--- src/rtl/grid_frame_serializer.sv ---
// Snapshots the cell grid on each generation tick and streams it out one row per beat
// over valid/ready. Also tracks generation count, extinct/still-life status and dropped ticks.
module grid_frame_serializer #(
  parameter int unsigned ROWS  = 8,
  parameter int unsigned COLS  = 8,
  parameter int unsigned GEN_W = 16,
  localparam int unsigned RW   = (ROWS > 1) ? $clog2(ROWS) : 1
) (
  input  logic                 clk,
  input  logic                 _rst,
  input  logic [ROWS*COLS-1:0] grid_in,
  input  logic                 gen_tick,
  output logic                 out_valid,
  input  logic                 out_ready,
  output logic [COLS-1:0]      out_data,
  output logic [RW-1:0]        out_row,
  output logic                 out_last,
  output logic [GEN_W-1:0]     gen_count,
  output logic                 extinct,
  output logic                 still_life,
  output logic [7:0]           drop_count
);

  typedef enum logic [0:0] {StIdle, StSend} state_e;

  state_e                state_q;
  logic [ROWS*COLS-1:0]  snap_q;
  logic [ROWS*COLS-1:0]  prev_q;
  logic                  first_q;
  logic                  prev_valid_q;

  logic                  accept;
  logic                  capture;
  logic [RW-1:0]         row_nxt;
  logic [COLS-1:0]       beat_nxt;

  assign accept   = out_valid & out_ready;
  // A tick landing on the accepted last beat chains straight into the next frame.
  assign capture  = gen_tick & ((state_q == StIdle) | (accept & out_last));
  assign row_nxt  = out_row + RW'(1);
  assign beat_nxt = snap_q[row_nxt*COLS +: COLS];

  // prev only holds a real snapshot once two frames have been captured.
  assign still_life = prev_valid_q && (snap_q == prev_q);

  always_ff @(posedge clk or negedge _rst) begin
    if (!_rst) begin
      state_q      <= StIdle;
      snap_q       <= '0;
      prev_q       <= '0;
      first_q      <= 1'b1;
      prev_valid_q <= 1'b0;
      out_valid    <= 1'b0;
      out_data     <= '0;
      out_row      <= '0;
      out_last     <= 1'b0;
      gen_count    <= '0;
      extinct      <= 1'b0;
      drop_count   <= '0;
    end else begin
      if (gen_tick) begin
        gen_count <= gen_count + GEN_W'(1);
      end

      if (capture) begin
        snap_q       <= grid_in;
        prev_q       <= snap_q;
        prev_valid_q <= !first_q;
        first_q      <= 1'b0;
        extinct      <= (grid_in == '0);
        state_q      <= StSend;
        out_valid    <= 1'b1;
        out_row      <= '0;
        out_data     <= grid_in[COLS-1:0];
        out_last     <= (ROWS == 1);
      end else if (state_q == StSend) begin
        if (gen_tick && (drop_count != 8'hFF)) begin
          drop_count <= drop_count + 8'd1;
        end
        if (accept) begin
          if (out_last) begin
            state_q   <= StIdle;
            out_valid <= 1'b0;
            out_last  <= 1'b0;
          end else begin
            out_row  <= row_nxt;
            out_data <= beat_nxt;
            out_last <= (row_nxt == RW'(ROWS - 1));
          end
        end
      end
    end
  end

endmodule

--- config.mk ---
export PLATFORM = sky130hd
export DESIGN_NAME = grid_frame_serializer
export DESIGN_NICKNAME = d
export VERILOG_FILES = /design/src/rtl/grid_frame_serializer.sv
export SDC_FILE = /design/constraint.sdc
export NUM_CORES = 1
export LEC_CHECK = 0
export BUFFER_PORTS_ARGS = -buffer_cell sky130_fd_sc_hd__buf_4
export CORE_MARGIN = 2
export CORE_UTILIZATION = 38
export DETAILED_ROUTE_END_ITERATION = 12
export GPL_TIMING_DRIVEN = 0
export PLACE_DENSITY = 0.67
export REMOVE_ABC_BUFFERS = 1
export SETUP_SLACK_MARGIN = 0.5
export SYNTH_ARGS = -nofsm -noshare
export SYNTH_HDL_FRONTEND = slang
export SYNTH_SLANG_ARGS = --single-unit
--- constraint.sdc ---
create_clock -name clk -period 2.2 [get_ports clk]
set_clock_uncertainty 0.2 [all_clocks]
set_input_delay 0.22 -clock clk [delete_from_list [all_inputs] [get_ports clk]]
set_output_delay 0.22 -clock clk [all_outputs]
set_load 0.005 [all_outputs]
==> summary.txt <==
Run status
  – Outcome: finished with violations
  – Failing checks: setup timing

Routing
  – Initial DRT Pass Iterations: 7
  – Via count: 7589
  – Drt wl/cell: 18.9 um
  – DRC errors left: 0
  – DRT Wirelength: 27.1 mm
  – DRT iter0 DRCs: 920
  – Vias per cell: 5.30
  – Post-route ant nets: 0

Critical path
  – Arr. time, crit path: 2190 ps
  – CP Class: flop to primary output
  – Critical Path Fanout Max: 2
  – Critical Path Start Type: flop
  – Worst EP required: 1780 ps
  – Crit end category: primary output

STA
  – Hold Fails Final Rpt: 0
  – Least-Margin Pin Slew: 633 ps
  – Pins Over Slew Limit: 0
  – Hold slack: 44.0 ps
  – Setup WS post-layout: -406 ps
  – F_max: 384 MHz
  – Fin crit period: 2610 ps
  – Fin Setup TNS: -406 ps
  – RSZ-0062 raised after global routing: yes
  – Slew HR: 57.8%
  – Tcrit/Tclk final: 118%
  – Final setup fails: 1

Placed design
  – Gpl congestion: 0.865
  – Port Buffers: 106
  – DP Wirelength: 15.4 mm

Global route
  – Met3 global-route usage: 4.14%
  – GR Util met1: 31.5%
  – Vias in the first global route: 7321
  – Global-route wire length before repair: 40.1 mm
  – Top Usage Layer GRT: met2
  – Met2 Use GR: 39.2%
  – Initial antenna violation count: 1
  – Overflow after GRT: 0
  – Largest net degree at the start of global routing: 122
  – GRT Total Usage: 23.9%

Synth
  – Mapped Cells: 916
  – Synth Area per Inst: 8.64 um2
  – Yosys warns: 0
  – Ys async rst share: 100%
  – Number of synthesized register bits: 169
  – Post-synth EDFFs: 0
  – Synth unique cells: 42
  – Post-synthesis sequential area ratio: 53.4%
  – Post-Syn Area: 7920 um2
  – Dominant synthesized flop cell: dfrtp_1

CTS
  – Clock root cell: clkbuf_16
  – H-Tree Depth: 4
  – CTS buffer count: 17
  – Largest buffer count on any clock path: 2
  – Clock sinks: 169
  – Clk Latency, worst-skew pair: 440 ps
  – CTS tree: yes
  – Reg clk slew, reported paths: 70 ps

Final layout
  – Nets: 1222
  – Most common cell after layout, fill and taps aside: nand2_1
  – Area grow syn2layout: 47.8%
  – Fraction of layout cells with a size suffix above 1: 26.9%
  – Ant. Diodes: 0
  – Commonest non-fill, non-tap cells in the layout: nand2_1, dfrtp_1, buf_4

Floorplanning
  – Die Ht: 148 um
  – Full die area: 22000 um2
  – Core area: 20400 um2
  – Initial Utilization: 38.9%
  – I/O pins: 107
  – Chip width: 148 um
  – # rows: 52

Job
  – Max cap viols: 0

Power and ir drop
  – Peak supply drop: 719 uV
  – Pwr Density: 1440 nW/um2
  – Leak: 5.59 nW

Min path
  – Min-Delay Path Class: input pin to flop
Yosys cell counts (5+ instances only):
master | n | area [um2]
nor2b_1 | 5 | 31.3
nand2_1 | 400 | 1500
nor2_1 | 12 | 45.0
o22ai_1 | 8 | 50.1
nor3_1 | 6 | 30.0
nand4_1 | 27 | 169
o21ai_0 | 36 | 180
buf_2 | 21 | 105
clkbuf_1 | 17 | 63.8
dfrtp_1 | 168 | 4200
a31oi_1 | 16 | 100
nand3_1 | 23 | 115
nor4_1 | 20 | 125
inv_1 | 28 | 105
xnor2_1 | 51 | 447
and3_1 | 12 | 75.1
nand2b_1 | 12 | 75.1
o211ai_1 | 6 | 45.0
xor2_1 | 11 | 96.3
sequential cells by signal, indices dropped and copies added, names as in the netlist:
register      flops
drop_count        8
extinct           1
first_q           1
gen_count        16
out_data          8
out_last          1
out_row           3
out_valid         1
prev_q           64
prev_valid_q      1
snap_q           64
state_q           1
cell families (layout without fill, tap and decap cells):
group / after synthesis / count (layout) / share of synthesized area [%]
compound gates: 88 / 88 / 7.07
xor+xnor: 63 / 64 / 7.07
fa+ha+maj: 4 / 4 / 0.632
buf+inv: 68 / 312 / 3.65
flops: 169 / 169 / 53.4
mux: 2 / 2 / 0.285
simple gates: 522 / 524 / 27.9
per-stage QoR:
stage	cells	cell area [um2]	total power [mW]	setup slack, ps	utilization, %
finish	1433	11700	16.9	-406	57.4
global route	1433	11700	17.7	-532	57.4
detailed placement	1261	9110	11.0	-751	44.7
global placement	1252	8860	10.7	-4650	43.5
floorplan	876	7730	8.77	-2400	-
CTS	1407	11200	15.9	-321	55.2
power breakdown:
part	total (mW)	leakage [nW]	switching (mW)	internal [mW]
Combinational	7.67	3.18	3.92	3.76
Sequential	6.04	2.12	1.56	4.48
Clock	3.16	0.297	1.35	1.81
Total	16.9	5.59	6.82	10.0
area by class of cell:
class,count,area (um2)
Fill cell,1638,8670
Sequential cell,169,4250
Multi-Input combinational cell,682,3920
Timing Repair Buffer,252,2480
Clock buffer,17,425
Tap cell,270,338
Clock inverter,15,184
Inverter,28,105
worst max-delay path, cell delays in order (launching register included):
cell and delay [ps]:
dfrtp_2 450, xnor2_2 200, nand4_1 160, nor4_4 350, nand4_1 180, nor3_2 260, buf_4 150
repair_timing:
item | CTS | global route
setup buffers | 40 | 23
hold buffers | 68 | 0
pin swaps | 41 | 38
gates cloned | 6 | 3
endpoints found under the hold margin | 123 | 0
gates resized for setup | 84 | 71
setup endpoints to repair | 150 | 90
per-layer routing:
layer / share of wire, % / vias to the layer above
met5: 0 / -
met4: 3.4 / 0
met3: 7.3 / 66
met2: 48 / 363
met1: 41 / 3674
li1: - / 3486
path summary, 6_finish.rpt:
kind	from	end	slack [ps]	depth (start not counted)
worst max-delay path	snap_q[20]	still_life	-410	6
worst min-delay path	grid_in[61]	extinct	40	5
worst max register to register	out_row[0]	out_data[4]	60	10
min in group asynchronous	_rst	gen_count[12]	80	2
max in group asynchronous	_rst	snap_q[59]	730	3
worst min register to register	gen_count[15]	gen_count[15]	270	1
Note: power is estimated with default switching activity, not from simulation.
